File: src/rtl/lc3_mmio_ctrl.sv
`default_nettype none
// ============================================================================
// Module   : lc3_mmio_ctrl
// Brief    : LC-3 memory-mapped I/O controller. It decodes xFE00 and above,
//            buffers keyboard characters in a FIFO, holds one outbound display
//            character, owns the MCR run bit and produces IRQ/INTP/INTV.
// Options  : define LC3_MMIO_TIMER_EN to add the TMR/TCR interval timer.
// Revision : 1.0 - initial release
// ============================================================================
module lc3_mmio_ctrl #(
    parameter int         KBD_DEPTH = 4,
    parameter logic [2:0] KBD_PRI   = 3'd4,
    parameter logic [7:0] KBD_VEC   = 8'h80,
    parameter logic [2:0] DSP_PRI   = 3'd4,
    parameter logic [7:0] DSP_VEC   = 8'h81
) (
    input  logic        clk,
    input  logic        rst,
    input  logic [15:0] mmio_addr,
    input  logic [15:0] mmio_wdata,
    input  logic        mmio_we,
    input  logic        mmio_re,
    output logic [15:0] mmio_rdata,
    input  logic        kbd_valid,
    input  logic [7:0]  kbd_data,
    output logic        kbd_ready,
    output logic        dsp_valid,
    output logic [7:0]  dsp_data,
    input  logic        dsp_ready,
    output logic        irq,
    output logic [2:0]  intp,
    output logic [7:0]  intv,
    output logic        mcr_run
);

    localparam int          PW          = $clog2(KBD_DEPTH);
    localparam logic [PW:0] C_DEPTH     = (PW+1)'(KBD_DEPTH);
    localparam logic [15:0] C_KBSR_ADDR = 16'hFE00;
    localparam logic [15:0] C_KBDR_ADDR = 16'hFE02;
    localparam logic [15:0] C_DSR_ADDR  = 16'hFE04;
    localparam logic [15:0] C_DDR_ADDR  = 16'hFE06;
    localparam logic [15:0] C_MCR_ADDR  = 16'hFFFE;
`ifdef LC3_MMIO_TIMER_EN
    localparam logic [15:0] C_TMR_ADDR  = 16'hFE08;
    localparam logic [15:0] C_TCR_ADDR  = 16'hFE0A;
    localparam logic [2:0]  C_TMR_PRI   = 3'd2;
    localparam logic [7:0]  C_TMR_VEC   = 8'h82;
`endif

    // Keyboard FIFO storage and bookkeeping
    logic [7:0]    fifo_mem_q [KBD_DEPTH];
    logic [PW-1:0] wr_ptr_q, wr_ptr_d;
    logic [PW-1:0] rd_ptr_q, rd_ptr_d;
    logic [PW:0]   count_q, count_d;

    // Control/status registers
    logic          kbd_ie_q, kbd_ie_d;
    logic          dsp_ie_q, dsp_ie_d;
    logic          ovr_q, ovr_d;
    logic          dsp_valid_q, dsp_valid_d;
    logic [7:0]    dsp_data_q, dsp_data_d;
    logic          run_q, run_d;

    // Registered interrupt outputs
    logic          irq_q, irq_d;
    logic [2:0]    intp_q, intp_d;
    logic [7:0]    intv_q, intv_d;

`ifdef LC3_MMIO_TIMER_EN
    logic [15:0]   tmr_q, tmr_d;
    logic [15:0]   tcnt_q, tcnt_d;
    logic          texp_q, texp_d;
    logic          tie_q, tie_d;
    logic          ten_q, ten_d;
    logic          w_tmr_int;
`endif

    logic w_empty, w_full, w_push, w_pop, w_ddr_wr, w_dsp_accept;
    logic w_kbd_int, w_dsp_int;
    logic w_unused_wdata;

    assign w_empty      = (count_q == '0);
    assign w_full       = (count_q == C_DEPTH);
    assign w_push       = kbd_valid && !w_full;
    assign w_pop        = mmio_re && (mmio_addr == C_KBDR_ADDR) && !w_empty;
    assign w_ddr_wr     = mmio_we && (mmio_addr == C_DDR_ADDR);
    assign w_dsp_accept = dsp_valid_q && dsp_ready;
    // DSR[15] (ready) is exactly the complement of an in-flight character.
    assign w_kbd_int    = !w_empty && kbd_ie_q;
    assign w_dsp_int    = !dsp_valid_q && dsp_ie_q;
`ifdef LC3_MMIO_TIMER_EN
    assign w_tmr_int    = texp_q && tie_q;
`endif
    // Write-data bits that no register stores in the default build.
    assign w_unused_wdata = ^mmio_wdata[13:8];

    assign kbd_ready = !w_full;
    assign dsp_valid = dsp_valid_q;
    assign dsp_data  = dsp_data_q;
    assign irq       = irq_q;
    assign intp      = intp_q;
    assign intv      = intv_q;
    assign mcr_run   = run_q;

    // Next-state logic for the FIFO, registers, display handshake and interrupts.
    always_comb begin
        wr_ptr_d    = wr_ptr_q;
        rd_ptr_d    = rd_ptr_q;
        count_d     = count_q;
        kbd_ie_d    = kbd_ie_q;
        dsp_ie_d    = dsp_ie_q;
        ovr_d       = ovr_q;
        dsp_valid_d = dsp_valid_q;
        dsp_data_d  = dsp_data_q;
        run_d       = run_q;
        irq_d       = irq_q;
        intp_d      = intp_q;
        intv_d      = intv_q;
`ifdef LC3_MMIO_TIMER_EN
        tmr_d       = tmr_q;
        tcnt_d      = tcnt_q;
        texp_d      = texp_q;
        tie_d       = tie_q;
        ten_d       = ten_q;
`endif

        // Pointers wrap naturally because the depth is a power of two.
        if (w_push) wr_ptr_d = wr_ptr_q + 1'b1;
        if (w_pop)  rd_ptr_d = rd_ptr_q + 1'b1;
        case ({w_push, w_pop})
            2'b10:   count_d = count_q + 1'b1;
            2'b01:   count_d = count_q - 1'b1;
            default: count_d = count_q;
        endcase

        if (mmio_we) begin
            case (mmio_addr)
                C_KBSR_ADDR: kbd_ie_d = mmio_wdata[14];
                C_DSR_ADDR: begin
                    dsp_ie_d = mmio_wdata[14];
                    ovr_d    = 1'b0;
                end
                C_MCR_ADDR:  run_d = mmio_wdata[15];
`ifdef LC3_MMIO_TIMER_EN
                C_TMR_ADDR: begin
                    tmr_d  = mmio_wdata;
                    tcnt_d = mmio_wdata;
                end
                C_TCR_ADDR: begin
                    texp_d = 1'b0;
                    tie_d  = mmio_wdata[14];
                    ten_d  = mmio_wdata[13];
                end
`endif
                default: ;
            endcase
        end

        // Readiness is judged on the pre-edge state, so a DDR write landing on
        // the accept edge still sees a busy display and is dropped.
        if (w_dsp_accept) dsp_valid_d = 1'b0;
        if (w_ddr_wr) begin
            if (!dsp_valid_q) begin
                dsp_valid_d = 1'b1;
                dsp_data_d  = mmio_wdata[7:0];
            end else begin
                ovr_d = 1'b1;
            end
        end

`ifdef LC3_MMIO_TIMER_EN
        // Counting is suspended in the cycle software rewrites the interval.
        if (ten_q && (tmr_q != 16'h0000) && !(mmio_we && (mmio_addr == C_TMR_ADDR))) begin
            if (tcnt_q <= 16'd1) begin
                texp_d = 1'b1;
                tcnt_d = tmr_q;
            end else begin
                tcnt_d = tcnt_q - 16'd1;
            end
        end
`endif

        // Fixed precedence; with nothing pending the priority/vector hold.
        irq_d = w_kbd_int || w_dsp_int;
`ifdef LC3_MMIO_TIMER_EN
        irq_d = irq_d || w_tmr_int;
`endif
        if (w_kbd_int) begin
            intp_d = KBD_PRI;
            intv_d = KBD_VEC;
        end else if (w_dsp_int) begin
            intp_d = DSP_PRI;
            intv_d = DSP_VEC;
        end
`ifdef LC3_MMIO_TIMER_EN
        else if (w_tmr_int) begin
            intp_d = C_TMR_PRI;
            intv_d = C_TMR_VEC;
        end
`endif
    end

    // Control state registers; reset abandons buffered and in-flight data.
    always_ff @(posedge clk or posedge rst) begin
        if (rst) begin
            wr_ptr_q    <= '0;
            rd_ptr_q    <= '0;
            count_q     <= '0;
            kbd_ie_q    <= 1'b0;
            dsp_ie_q    <= 1'b0;
            ovr_q       <= 1'b0;
            dsp_valid_q <= 1'b0;
            dsp_data_q  <= 8'h00;
            run_q       <= 1'b1;
            irq_q       <= 1'b0;
            intp_q      <= 3'd0;
            intv_q      <= 8'h00;
`ifdef LC3_MMIO_TIMER_EN
            tmr_q       <= 16'h0000;
            tcnt_q      <= 16'h0000;
            texp_q      <= 1'b0;
            tie_q       <= 1'b0;
            ten_q       <= 1'b0;
`endif
        end else begin
            wr_ptr_q    <= wr_ptr_d;
            rd_ptr_q    <= rd_ptr_d;
            count_q     <= count_d;
            kbd_ie_q    <= kbd_ie_d;
            dsp_ie_q    <= dsp_ie_d;
            ovr_q       <= ovr_d;
            dsp_valid_q <= dsp_valid_d;
            dsp_data_q  <= dsp_data_d;
            run_q       <= run_d;
            irq_q       <= irq_d;
            intp_q      <= intp_d;
            intv_q      <= intv_d;
`ifdef LC3_MMIO_TIMER_EN
            tmr_q       <= tmr_d;
            tcnt_q      <= tcnt_d;
            texp_q      <= texp_d;
            tie_q       <= tie_d;
            ten_q       <= ten_d;
`endif
        end
    end

    // FIFO storage: plain memory, validity is tracked by the pointers.
    always_ff @(posedge clk) begin
        if (w_push) fifo_mem_q[wr_ptr_q] <= kbd_data;
    end

    // Combinational read mux; unmapped and write-only addresses return 0.
    always_comb begin
        mmio_rdata = 16'h0000;
        case (mmio_addr)
            C_KBSR_ADDR: mmio_rdata = {!w_empty, kbd_ie_q, 14'h0000};
            C_KBDR_ADDR: if (!w_empty) mmio_rdata = {8'h00, fifo_mem_q[rd_ptr_q]};
            C_DSR_ADDR:  mmio_rdata = {!dsp_valid_q, dsp_ie_q, 13'h0000, ovr_q};
            C_MCR_ADDR:  mmio_rdata = {run_q, 15'h0000};
`ifdef LC3_MMIO_TIMER_EN
            C_TMR_ADDR:  mmio_rdata = tmr_q;
            C_TCR_ADDR:  mmio_rdata = {texp_q, tie_q, ten_q, 13'h0000};
`endif
            default:     mmio_rdata = 16'h0000;
        endcase
    end

endmodule
`default_nettype wire

File: config.mk
export PLATFORM = sky130hd
export DESIGN_NAME = lc3_mmio_ctrl
export DESIGN_NICKNAME = d
export VERILOG_FILES = /design/src/rtl/lc3_mmio_ctrl.sv
export SDC_FILE = /design/constraint.sdc
export NUM_CORES = 1
export LEC_CHECK = 0
export ABC_CLOCK_PERIOD_IN_PS = 2600
export CORE_MARGIN = 4
export CORE_UTILIZATION = 45
export DETAILED_ROUTE_END_ITERATION = 12
export PLACE_DENSITY = 0.86
export SLEW_MARGIN = 5
export SYNTH_ARGS = -nofsm -noshare
export SYNTH_HDL_FRONTEND = slang
export SYNTH_SLANG_ARGS = --single-unit
File: constraint.sdc
create_clock -name clk -period 2.6 [get_ports clk]
set_clock_uncertainty 0.1 [all_clocks]
set_input_delay 0.39 -clock clk [delete_from_list [all_inputs] [get_ports clk]]
set_output_delay 0.39 -clock clk [all_outputs]
set_load 0.02 [all_outputs]
==> impl_metrics.env <==
export IMPL_slowest_delay_ps=550
export IMPL_clkTransAtPathRegs_ps=100
export IMPL_wl_per_cell_um=16.1
export IMPL_portBuffers=64
export IMPL_cp_buffers_inverters=5
export IMPL_violations="setup timing"
export IMPL_place_area_mm2=0.00331
export IMPL_synthArstFlopShare=0.418
export IMPL_num_rows=26
export IMPL_leakagePower_nw=1.49
export IMPL_synth_flop_cell="edfxtp_1"
export IMPL_r2r_start="count_q[1]"
export IMPL_met3_length_um=311
export IMPL_fillers=373
export IMPL_rsz0062_at_grt="yes"
export IMPL_hold_ws_ps=323
export IMPL_outcome="finished, violations left"
export IMPL_layout_drive_gt1_share=0.297
export IMPL_hold_violations=0
export IMPL_synth_seq_area_share=0.610
export IMPL_p_sw_frac=0.269
export IMPL_crit_type="in2reg"
export IMPL_wl_met2_mm=2.84
export IMPL_cts_buffer_depth=2
export IMPL_drc=0
export IMPL_power_per_cell_area_mw_per_mm2=601
export IMPL_dieArea_mm2=0.00686
export IMPL_drt_met1_wl_mm=2.18
export IMPL_end_kind="flip-flop"
export IMPL_synthesis_area_mm2=0.00252
export IMPL_slew_violations=0
export IMPL_grt_usage=0.156
export IMPL_syn_avg_cell_area_um2=14.7
export IMPL_syn2layout_area_growth_pct=40.1
export IMPL_antenna_found_initial=0
export IMPL_drt_iter0_drc=95
export IMPL_gp_congestion=0.842
export IMPL_r2r_end="count_q[2]"
export IMPL_fmax_mhz=372
export IMPL_grt_max_degree=24
export IMPL_first_global_vias=1761
export IMPL_critPathLaunchType="input pin"
export IMPL_place_hpwl_mm=3.86
export IMPL_grt_pass1_wl_mm=8.63
export IMPL_core_mm2=0.00527
export IMPL_critPathTopFamily="simple AND/OR/NAND/NOR gates"
export IMPL_via_per_inst=5.01
export IMPL_drv_cap=0
export IMPL_p_int_mw=1.55
export IMPL_highest_layer="met4"
export IMPL_overflow=0
export IMPL_root_buffer="clkbuf_8"
export IMPL_ant_nets=0
export IMPL_pwr_share_seq=0.533
export IMPL_cts_hold_buf=0
export IMPL_cp_required_ps=2730
export IMPL_cts_tree="done"
export IMPL_cp_cell_sequence="buf_6 -> or4_4 -> nor4b_4 -> buf_4 -> buf_6 -> nand4_1 -> inv_1 -> ha_2 -> inv_2 -> fa_2 -> xor2_1 -> nor2_1 -> xor2_1"
export IMPL_die_x_um=82.9
export IMPL_yosys_warnings=0
export IMPL_ir_drop_mv=0.477
export IMPL_p_sw_uw=570
export IMPL_path_max_fanout=2
export IMPL_fin_crit_sh=1.03
export IMPL_htree_levels=2
export IMPL_setup_viol=2
export IMPL_cts_inserted_buffers=5
export IMPL_hp_class="in2async"
export IMPL_slowest_stage="or4_4"
export IMPL_worst_slack_ps=-85.8
export IMPL_synth_cell_types=37
export IMPL_synth_edf_count=32
export IMPL_r2r_slack_ps=210
export IMPL_first_pass_iters=4
export IMPL_cts_sinks=55
export IMPL_pwr_share_comb=0.203
export IMPL_io_pins=85
export IMPL_start_util=0.478
export IMPL_fin_area_mm2=0.00353
export IMPL_fin_crit_ps=2690
export IMPL_worstPathArrival_ps=2810
export IMPL_die_h_um=82.9
export IMPL_r2r_cells=10
export IMPL_postSynthCellCount=172
export IMPL_drt_wl_total_mm=5.40
export IMPL_n_antenna_cell=0
export IMPL_final_nets=317
export IMPL_num_vias=1683
export IMPL_synth_seq_cells=55
export IMPL_clk_latency_ps=300
export IMPL_clock_power_share=0.265
## state kept, by name, indices dropped and copies added, names as in the netlist
| name | flops |
|---|---|
| intv | 1 |
| kbd_ie_q | 1 |
| dsp_ie_q | 1 |
| fifo_mem_q | 32 |
| ovr_q | 1 |
| intp | 1 |
| count_q | 3 |
| irq | 1 |
| dsp_valid | 1 |
| dsp_data | 8 |
| wr_ptr_q | 2 |
| mcr_run | 1 |
| rd_ptr_q | 2 |
## cells by family after synthesis
logic type	count (synthesis)	share of synthesized area
xor gates and xnor gates	6	0.0208
adders and majority gates	6	0.0328
and+or+nand+nor	45	0.115
DFF	55	0.610
muxes	21	0.129
other	1	0.00149
AOI/OAI and AO/OA	8	0.0203
buffers and inverters	30	0.0705
## how the worst max path moves through the flow
| stage | slack [ps] | endpoint | depth (start not counted) | from |
|---|---|---|---|---|
| 3_5_place_dp | -790 | count_q[2] | 13 | mmio_addr[4] |
| 3_3_place_gp | -650 | mmio_rdata[0] | 7 | mmio_addr[4] |
| 6_report | -90 | count_q[2] | 13 | mmio_addr[7] |
| 5_1_grt | -150 | count_q[2] | 13 | mmio_addr[7] |
| 2_1_floorplan | -40 | count_q[2] | 10 | mmio_addr[4] |
| 4_1_cts | -170 | count_q[2] | 13 | mmio_addr[6] |
## cells in the mapped netlist (2+ instances only)
master	n	area [um^2]
a21oi_1	3	15.0
nand3_1	7	35.0
nor4_1	2	12.5
and3_1	5	31.3
buf_4	15	113
mux4_2	8	180
inv_1	10	37.5
nor2_1	5	18.8
xnor2_1	4	35.0
nand4_1	5	31.3
nor2b_1	8	50.1
edfxtp_1	32	961
nand4b_1	3	26.3
xor2_1	2	17.5
nand2_1	3	11.3
clkbuf_1	3	11.3
mux2_2	12	135
dfrtp_1	22	551
ha_1	5	62.6
## cell type report
class	instances	area [um^2]	share of cell area
inverters	10	37.5	0.0106
multi-input cells	100	880	0.249
flip-flops and latches	55	1540	0.435
clock inverters	3	42.5	0.0120
well taps	70	87.6	0.0248
repair buffers	93	878	0.249
clock buffers	5	68.8	0.0195
## worst register-to-register path, cell delays in order, from the launching register on
cell	delay [ps]
dfrtp_1	420
inv_1	160
nand3_1	230
and2_1	270
inv_1	100
ha_2	200
inv_2	50
fa_2	350
xor2_1	150
nor2_1	120
xor2_1	170
## stage by stage
stage	power (mW)	setup TNS, ps	instances	utilization	worst slack [ps]
floorplan	1.40	-36.6	185	-	-36.6
global placement	1.53	-8630	317	0.627	-647
detailed placement	1.56	-10080	317	0.627	-787
CTS	2.14	-278	335	0.661	-168
global route	2.24	-339	336	0.670	-154
finish	2.12	-87.1	336	0.670	-85.8
## cell usage in the layout (no fill, tap or decap), drive strengths merged, types with 2 or more instances in the layout
cell type and n:
a21oi 3, and3 5, buf 36, clkbuf 5, clkdlybuf4s15 6, clkdlybuf4s50 42, conb 14, dfrtp 22
dlygate4sd2 5, dlymetal6s2s 4, edfxtp 32, ha 5, inv 11, mux2 12, mux4 8, nand2 3
nand3 7, nand4 5, nand4b 3, nor2 5, nor2b 8, nor4 2, xnor2 4, xor2 2
## power by group through the flow
stage	clock network [mW]	registers (mW)	logic (mW)
3_3_place_gp	0	1.14	0.384
6_report	0.562	1.13	0.431
5_1_grt	0.619	1.14	0.472
4_1_cts	0.574	1.13	0.432
2_1_floorplan	0	1.13	0.269
3_5_place_dp	0	1.15	0.414
## metal layers
layer | vias to the layer above | GRT usage
li1 | 783 | -
met5 | - | 0
met1 | 823 | 0.188
met4 | 0 | 0.0505
met2 | 71 | 0.275
met3 | 6 | 0.0366
## repair_timing
action,CTS,global route
endpoints found under the setup margin,12,13
resized for setup,55,12
buffers inserted,10,3
pin swaps,8,9
Power figures use the tool's default switching activity.
